===== src/rtl/cadence_filt_pkg.sv =====
// Shared sensor-condition constants and types for the cadence front end.
package cadence_filt_pkg;
    localparam logic [15:0] STABLE_REAL = 16'd50000;  // 1 ms at 50 MHz
    localparam logic [15:0] STABLE_FAST = 16'd512;
    localparam int          GLITCH_W    = 8;

    typedef enum logic [1:0] {LOW, RISE_CHK, HIGH, FALL_CHK} cad_filt_state_t;

    function automatic logic [GLITCH_W-1:0] sat_inc(input logic [GLITCH_W-1:0] v);
        return (&v) ? v : v + 1'b1;
    endfunction
endpackage


===== src/rtl/cadence_filt_if.sv =====
// Sensor-side and telemetry signals of the cadence conditioner.
interface cadence_filt_if;
    import cadence_filt_pkg::*;
    logic                cadence_raw;
    logic                glitch_clr;
    logic                cadence_filt;
    logic                cadence_rise;
    logic [GLITCH_W-1:0] glitch_cnt;

    modport master (output cadence_raw, glitch_clr,
                    input  cadence_filt, cadence_rise, glitch_cnt);
    modport slave  (input  cadence_raw, glitch_clr,
                    output cadence_filt, cadence_rise, glitch_cnt);
endinterface


===== src/rtl/cadence_filt_sync2ff.sv =====
// Generic two-flop synchronizer for asynchronous sensor levels.
module sync2ff #(
    parameter int W = 1
) (
    input  logic         clk,
    input  logic         rst,
    input  logic [W-1:0] d,
    output logic [W-1:0] q
);
    logic [W-1:0] sync1;

    always_ff @(posedge clk) begin
        if (rst) begin
            sync1 <= '0;
            q     <= '0;
        end else begin
            sync1 <= d;
            q     <= sync1;
        end
    end
endmodule


===== src/rtl/cadence_filt.sv =====
// Cadence Hall input conditioner: synchronize, debounce, rise strobe, glitch telemetry.
module cadence_filt
    import cadence_filt_pkg::*;
#(
    parameter bit FAST_SIM = 1'b0
) (
    input  logic           clk,
    input  logic           rst,
    cadence_filt_if.slave  bus
);
    localparam logic [15:0] STABLE = FAST_SIM ? STABLE_FAST : STABLE_REAL;
    localparam logic [15:0] LAST   = STABLE - 16'd1;

    logic                sync2;
    cad_filt_state_t     state;
    logic [15:0]         cnt;
    logic                filt_q;
    logic                rise_q;
    logic [GLITCH_W-1:0] glitch_q;
    logic                abort;

    sync2ff #(.W(1)) u_sync (
        .clk (clk),
        .rst (rst),
        .d   (bus.cadence_raw),
        .q   (sync2)
    );

    // A CHK window aborts when the input returns to the settled level.
    always_comb begin
        abort = 1'b0;
        if (state == RISE_CHK && !sync2) abort = 1'b1;
        if (state == FALL_CHK &&  sync2) abort = 1'b1;
    end

    always_ff @(posedge clk) begin
        if (rst) begin
            state    <= LOW;
            cnt      <= '0;
            filt_q   <= 1'b0;
            rise_q   <= 1'b0;
            glitch_q <= '0;
        end else begin
            rise_q <= 1'b0;
            case (state)
                LOW: if (sync2) begin
                    state <= RISE_CHK;
                    cnt   <= '0;
                end
                RISE_CHK: begin
                    if (!sync2) begin
                        state <= LOW;
                    end else if (cnt == LAST) begin
                        state  <= HIGH;
                        filt_q <= 1'b1;
                        rise_q <= 1'b1;
                    end else begin
                        cnt <= cnt + 16'd1;
                    end
                end
                HIGH: if (!sync2) begin
                    state <= FALL_CHK;
                    cnt   <= '0;
                end
                FALL_CHK: begin
                    if (sync2) begin
                        state <= HIGH;
                    end else if (cnt == LAST) begin
                        state  <= LOW;
                        filt_q <= 1'b0;
                    end else begin
                        cnt <= cnt + 16'd1;
                    end
                end
                default: state <= LOW;
            endcase

            // Clear wins over a same-cycle abort.
            if (bus.glitch_clr)  glitch_q <= '0;
            else if (abort)      glitch_q <= sat_inc(glitch_q);
        end
    end

    assign bus.cadence_filt = filt_q;
    assign bus.cadence_rise = rise_q;
    assign bus.glitch_cnt   = glitch_q;
endmodule


===== src/flat_wrapper.sv =====
// flat-port wrapper written by rule: the top's interface ports become plain ports
module cadence_filt_flat import cadence_filt_pkg::*;
#(
    parameter bit FAST_SIM = 1'b0
)
  (clk, rst, bus_cadence_raw, bus_glitch_clr, bus_cadence_filt, bus_cadence_rise, bus_glitch_cnt);
  cadence_filt_if bus_i ();
  input  logic clk;
  input  logic rst;
  input wire logic [$bits(bus_i.cadence_raw)-1:0] bus_cadence_raw;
  input wire logic [$bits(bus_i.glitch_clr)-1:0] bus_glitch_clr;
  output wire logic [$bits(bus_i.cadence_filt)-1:0] bus_cadence_filt;
  output wire logic [$bits(bus_i.cadence_rise)-1:0] bus_cadence_rise;
  output wire logic [$bits(bus_i.glitch_cnt)-1:0] bus_glitch_cnt;
  assign bus_i.cadence_raw = bus_cadence_raw;
  assign bus_i.glitch_clr = bus_glitch_clr;
  assign bus_cadence_filt = bus_i.cadence_filt;
  assign bus_cadence_rise = bus_i.cadence_rise;
  assign bus_glitch_cnt = bus_i.glitch_cnt;
  cadence_filt #(.FAST_SIM(FAST_SIM)) u_core (.clk(clk), .rst(rst), .bus(bus_i));
endmodule

===== config.mk =====
export PLATFORM = sky130hd
export DESIGN_NAME = cadence_filt_flat
export DESIGN_NICKNAME = d
export VERILOG_FILES = /design/src/rtl/cadence_filt_pkg.sv /design/src/rtl/cadence_filt_if.sv /design/src/rtl/cadence_filt_sync2ff.sv /design/src/rtl/cadence_filt.sv /design/src/flat_wrapper.sv
export SDC_FILE = /design/constraint.sdc
export NUM_CORES = 1
export LEC_CHECK = 0
export BUFFER_PORTS_ARGS = -buffer_cell sky130_fd_sc_hd__buf_4
export CORE_UTILIZATION = 50
export DETAILED_ROUTE_END_ITERATION = 8
export PLACE_DENSITY_LB_ADDON = 0.1
export SLEW_MARGIN = 15
export SYNTH_ARGS = -nofsm -noshare
export SYNTH_HDL_FRONTEND = slang
export SYNTH_SLANG_ARGS = --single-unit

===== constraint.sdc =====
create_clock -name clk -period 2.1 [get_ports clk]
set_input_delay 0 -clock clk [delete_from_list [all_inputs] [get_ports clk]]
set_output_delay 0 -clock clk [all_outputs]
set_load 0.01 [all_outputs]

Word level (Yosys, flattened, before mapping). Index checks and enable logic that the tools add are counted. Widths: inputs -> output; s select.

Register bits: 30. Bits in latches: 0. Memory bits (writable): 0. ROM bits: 0. Input port bits: 4. Output and inout bits: 10. Logic and storage cells: 57. Memories: 0.

$add $sub $neg: 2. Multiply operators: 0. Divide/modulo/power cells: 0. Order comparisons: 0. Equal/unequal tests: 12. Shift operators: 0. Muxes and demuxes: 21. Bitwise operators: 3. Reduce and logical (&&, ||, !) cells: 12.

Operators with widths (number): $mux 16 (5); $pmux 16 s4 (1); $add 16x1->16 const B (1); $eq 16x16->1 const B (1); $mux 2 (6); $ne 2x2->1 const B (6); $add 8x1->8 const B (1); $pmux 2 s4 (1); $reduce_and 4->1 (2); $reduce_and 8->1 (1); $mux 1 (7); $ne 3x3->1 const B (2); $reduce_and 5->1 (1); $eq 2x2->1 const B (2); $not 1->1 (3); $reduce_or 3->1 (1); $eq 2x1->1 const B (1); $logic_and 1x1->1 (2); $logic_not 2->1 (1); $pmux 1 s2 (1); $reduce_and 2->1 (1); $reduce_bool 2->1 (1); $reduce_or 2->1 (1); $logic_not 1->1 (1).

Longest topological paths before layout.
Depth after elaboration: 5. Gate-level depth with buffers: 6.

Cells and area by module. From an unflattened synthesis, not the netlist that was laid out.

Cell total of the unflattened synthesis: 180. Area total of the unflattened synthesis: 1526.5 sq um.

By module, submodules not included: cadence_filt (times used 1, cells an instance 176, area an instance 1473.9 sq um); sync2ff (times used 1, cells an instance 4, area an instance 52.6 sq um).

Least setup slack after synthesis. No wires, ideal clock.

Path type: register -> register. Start point: reg u_core.cnt[0]. End point: reg u_core.cnt[12]. Library setup time: 115 ps. Arrival: 1435 ps. Data required time: 1985 ps. Slack: 550 ps. Stages on the path, launching flop included: 7. Buffers on the path: 1. Cell sequence: dfxtp_1 -> ha_1 -> clkbuf_1 -> inv_1 -> o41ai_1 -> a21boi_0 -> o21a_1.

Word-level cells in the longest chain between the ends: 4. Elaborated cells between the ends (all ways): 6.

RTL lines: start: declaration (line cadence_filt.sv:16) `logic [15:0] cnt;`; start signal: assignment (line cadence_filt.sv:58) `cnt <= cnt + 16'd1;`; start signal: assignment (line cadence_filt.sv:72) `cnt <= cnt + 16'd1;`; $add 16x1->16 or $eq 16x16->1 (tied branches); $mux 16 * (line cadence_filt.sv:53, cadence_filt.sv:68); $mux 16 (on tied branches) (line cadence_filt.sv:66, cadence_filt.sv:51); $pmux 16 s4 * (line cadence_filt.sv:45) `case (state)`.

Mark *: on every way between the ends. The rest lies on a longest branch, timed or not. The select of a mux whose other input is x is not followed. A chain may end at the register's enable or synchronous reset.

Worst setup path after layout.
Start point: reg u_core.glitch_q[0] (netlist: u_core.bus.glitch_cnt[0]). End point: reg u_core.glitch_q[5] (netlist: u_core.bus.glitch_cnt[5]).

Word-level cells in the longest chain between the ends: 3. Elaborated cells between the ends (all ways): 4.

RTL lines: start: declaration (line cadence_filt.sv:19) `logic [GLITCH_W-1:0] glitch_q;`; start signal: assignment (line cadence_filt.sv:80) `else if (abort) glitch_q <= sat_inc(glitch_q);`; parallel branches: the longest is 3 deep, another holds $add 8x1->8.

Several ways; the timed one is not identified.

==> results by group <==
Placement
  – GPL Wtd Cong: 0.915
  – Port Buf Inserts: 13
  – Cells after DPL: 239
  – Dpl hpwl: 2.55 mm
  – Placed inst area: 1740 um2

Worst setup path
  – CP endpoint kind: flip-flop
  – CP startpoint kind: flip-flop
  – Slowest cell on the critical path: or4_1
  – Crit path DAT: 2.01 ns
  – Crit path kind: reg -> reg
  – Worst Path Max Fanout: 12
  – Worst path required time: 2.37 ns
  – Crit path cell chain: ha_1 > nand3_1 > o211ai_1 > or4_1 > a21oi_1
  – Crit-path max cell delay: 0.56 ns

Yosys
  – Netlist cell types: 49
  – Seq cells post-synth: 30
  – Syn nets: 195
  – Post-Syn Area per Cell: 8.53 um2
  – Seq/Total Area, Yosys: 0.372
  – Ys flop type: dfxtp_1
  – Ys async rst share: 0
  – Mapped cell area: 1610 um2
  – Ys Warns: 0
  – EDFF count, synth: 0
  – Mapped Cells: 189

GRT
  – GR Layer Usage met3: 0.0396
  – Gr usage total: 0.231
  – First-pass GRT wire length: 6.04 mm
  – Antenna violations before repair: 0
  – Most utilized layer in the global route result: met2
  – Largest net degree at the start of global routing: 19
  – Met1 global-route usage: 0.314
  – GR Util met2: 0.339
  – Overflow after GRT: 0
  – Vias in the first global route: 1331

Power and ir drop
  – PD cells: 526 nW/um2
  – VDD IR max: 0.327 mV
  – Leakage Power: 0.586 nW
  – Tot Pwr: 0.000955 W

Floorplan
  – Die ar.: 3460 um2
  – Die X: 58.8 um
  – # rows: 20
  – Core ar.: 3050 um2
  – Number of I/O pins: 14
  – Starting Density: 0.528
  – Die H: 58.8 um

Cells and area
  – Layout cell share with drive strength beyond 1: 0.141
  – Fillers: 291
  – Layout Cells excl Fill: 249
  – N_diodes: 0
  – Area Growth Syn to Fin: 12.6%
  – Final net count: 211
  – Cell area after layout: 1820 um2

Clock tree
  – CTS buffer count: 5
  – CTS tree: built
  – Worst-path clk slew: 0.09 ns
  – CTS max path bufs: 2
  – Clk Latency, worst-skew pair: 0.33 ns
  – Post-CTS Resized: 0
  – CTS Sinks: 30
  – H-tree level count: 2
  – Clk root buf: clkbuf_4

Run status
  – Status: finished, final reports clean

Timing
  – Final period utilization: 0.832
  – Max-slew violations: 0
  – Finish-stage setup viols: 0
  – Final Skew: 0.00298 ns
  – RSZ-0062 raised after global routing: false
  – Fin crit period: 1.75 ns
  – Total Neg Setup Slack: 0 ns
  – Transition time of the tightest slew-check pin: 0.671 ns
  – Fmax achieved: 572 MHz
  – Max_slew headroom: 0.551
  – Hold Fails Final Rpt: 0

Detailed routing
  – WL/cell: 14.4 um
  – DR pass1 iterations: 4
  – Vias per std cell: 6.03
  – Vias post-DR: 1502
  – Final ANT Viol Nets: 0
  – Final WL: 3.57 mm
  – # DRC: 0
  – Drt first-iter violations: 106

Job
  – MaxCap Viol Count: 0

Hold path
  – Worst Hold Class: in -> reg
[timing repair]
| action | 4_1_cts | 5_1_grt |
|---|---|---|
| hold buffers | 3 | 0 |
| endpoints found under the hold margin | 5 | 0 |
| buffers inserted | 0 | 0 |
[cells by family after synthesis]
| logic type | after synthesis | share of synthesized area |
|---|---|---|
| and+or+nand+nor | 83 | 0.296 |
| AOI/OAI and AO/OA | 43 | 0.185 |
| DFF | 30 | 0.372 |
| buffers and inverters | 21 | 0.0566 |
| xor gates and xnor gates | 5 | 0.0435 |
| muxes | 5 | 0.0310 |
| adders and majority gates | 2 | 0.0155 |
[cell type report]
class / count / area [um2] / share of cell area
clock buffers: 5 / 37.5 / 0.0207
clock inverters: 2 / 10.0 / 0.00551
inverters: 11 / 41.3 / 0.0227
multi-input cells: 138 / 921 / 0.507
flip-flops and latches: 30 / 601 / 0.331
well taps: 44 / 55.1 / 0.0303
repair buffers: 19 / 150 / 0.0827
[cell usage after synthesis (2+ instances only)]
library cell	n	area share
dfxtp_1	30	0.37
nand2_1	15	0.035
nand3_1	12	0.037
a21oi_1	10	0.031
inv_1	10	0.023
nand4_1	9	0.035
nor3_1	7	0.022
o21ai_0	7	0.022
and2_1	6	0.023
mux2i_1	5	0.031
and4_1	4	0.022
buf_2	4	0.012
nand2b_1	4	0.016
nor2_1	4	0.0093
or3_1	4	0.016
clkbuf_1	3	0.0070
nor2b_1	3	0.012
nor4_1	3	0.012
o31ai_1	3	0.014
o32ai_1	3	0.016
o41ai_1	3	0.016
or4_1	3	0.014
xnor2_1	3	0.016
a211oi_1	2	0.0093
buf_1	2	0.0047
ha_1	2	0.016
nor4b_1	2	0.011
nor4bb_1	2	0.012
o211ai_1	2	0.0093
o311ai_1	2	0.011
or2_2	2	0.0078
[registers in the layout, summed over array words and instances (netlist names), named ones only]
name                     flops
u_core.cnt                  16
u_core.bus.glitch_cnt        8
u_core.bus.cadence_filt      1
u_core.bus.cadence_rise      1
u_core.state                 1
u_core.u_sync.q              1
u_core.u_sync.sync1          1
[power breakdown]
| group | internal, W | leakage [nW] | switching (W) | total (W) |
|---|---|---|---|---|
| combinational | 0.0000260 | 0.313 | 0.0000333 | 0.0000593 |
| clock | 0.000120 | 0.0308 | 0.000195 | 0.000315 |
| sequential | 0.000575 | 0.242 | 0.00000660 | 0.000581 |
[per-stage QoR]
step	setup slack, ns	hold slack [ns]	util
4_1_cts	0.349	0.0122	0.595
3_5_place_dp	0.378	0.226	0.569
6_report	0.352	0.0280	0.595
2_1_floorplan	0.550	0.128	-
5_1_grt	0.187	0.0383	0.595
3_3_place_gp	0.438	0.211	0.569
[final timing paths]
check / start / end / slack, ns / cells after the start
setup / recovery: u_core.bus.glitch_cnt[0] / u_core.bus.glitch_cnt[5] / 0.35 / 5
hold / removal: bus_glitch_clr / u_core.bus.glitch_cnt[5] / 0.03 / 3
setup reg to reg: u_core.bus.glitch_cnt[0] / u_core.bus.glitch_cnt[5] / 0.35 / 5
hold reg to reg: u_core.u_sync.sync1 / u_core.u_sync.q / 0.47 / 1
[worst max-delay path: cells and delay by family (launching register included)]
family                   cells  cell delay (ns)
AO/OA/AOI/OAI                2             0.40
adder cells (fa/ha/maj)      1             0.25
flip-flops                   1             0.35
AND/OR/NAND/NOR              2             0.68
[placed cells by master, fill, tap and decap left out, types with 4 or more instances in the layout]
cell and instances:
inv_1 10, and2_1 6, o21ai_0 7, mux2i_1 5
a21oi_1 10, buf_4 16, nand3_1 12, nand2b_1 4
or3_1 4, clkbuf_4 5, nor3_1 7, nand2_1 15
and4_1 4, nand4_1 9, dfxtp_1 30, nor2_1 4
[routing by layer]
| layer | part of all wire | up-vias |
|---|---|---|
| li1 | - | 740 |
| met1 | 0.45 | 703 |
| met2 | 0.47 | 50 |
| met3 | 0.056 | 9 |
| met4 | 0.021 | 0 |
| met5 | 0 | - |
Power figures use the tool's default switching activity.
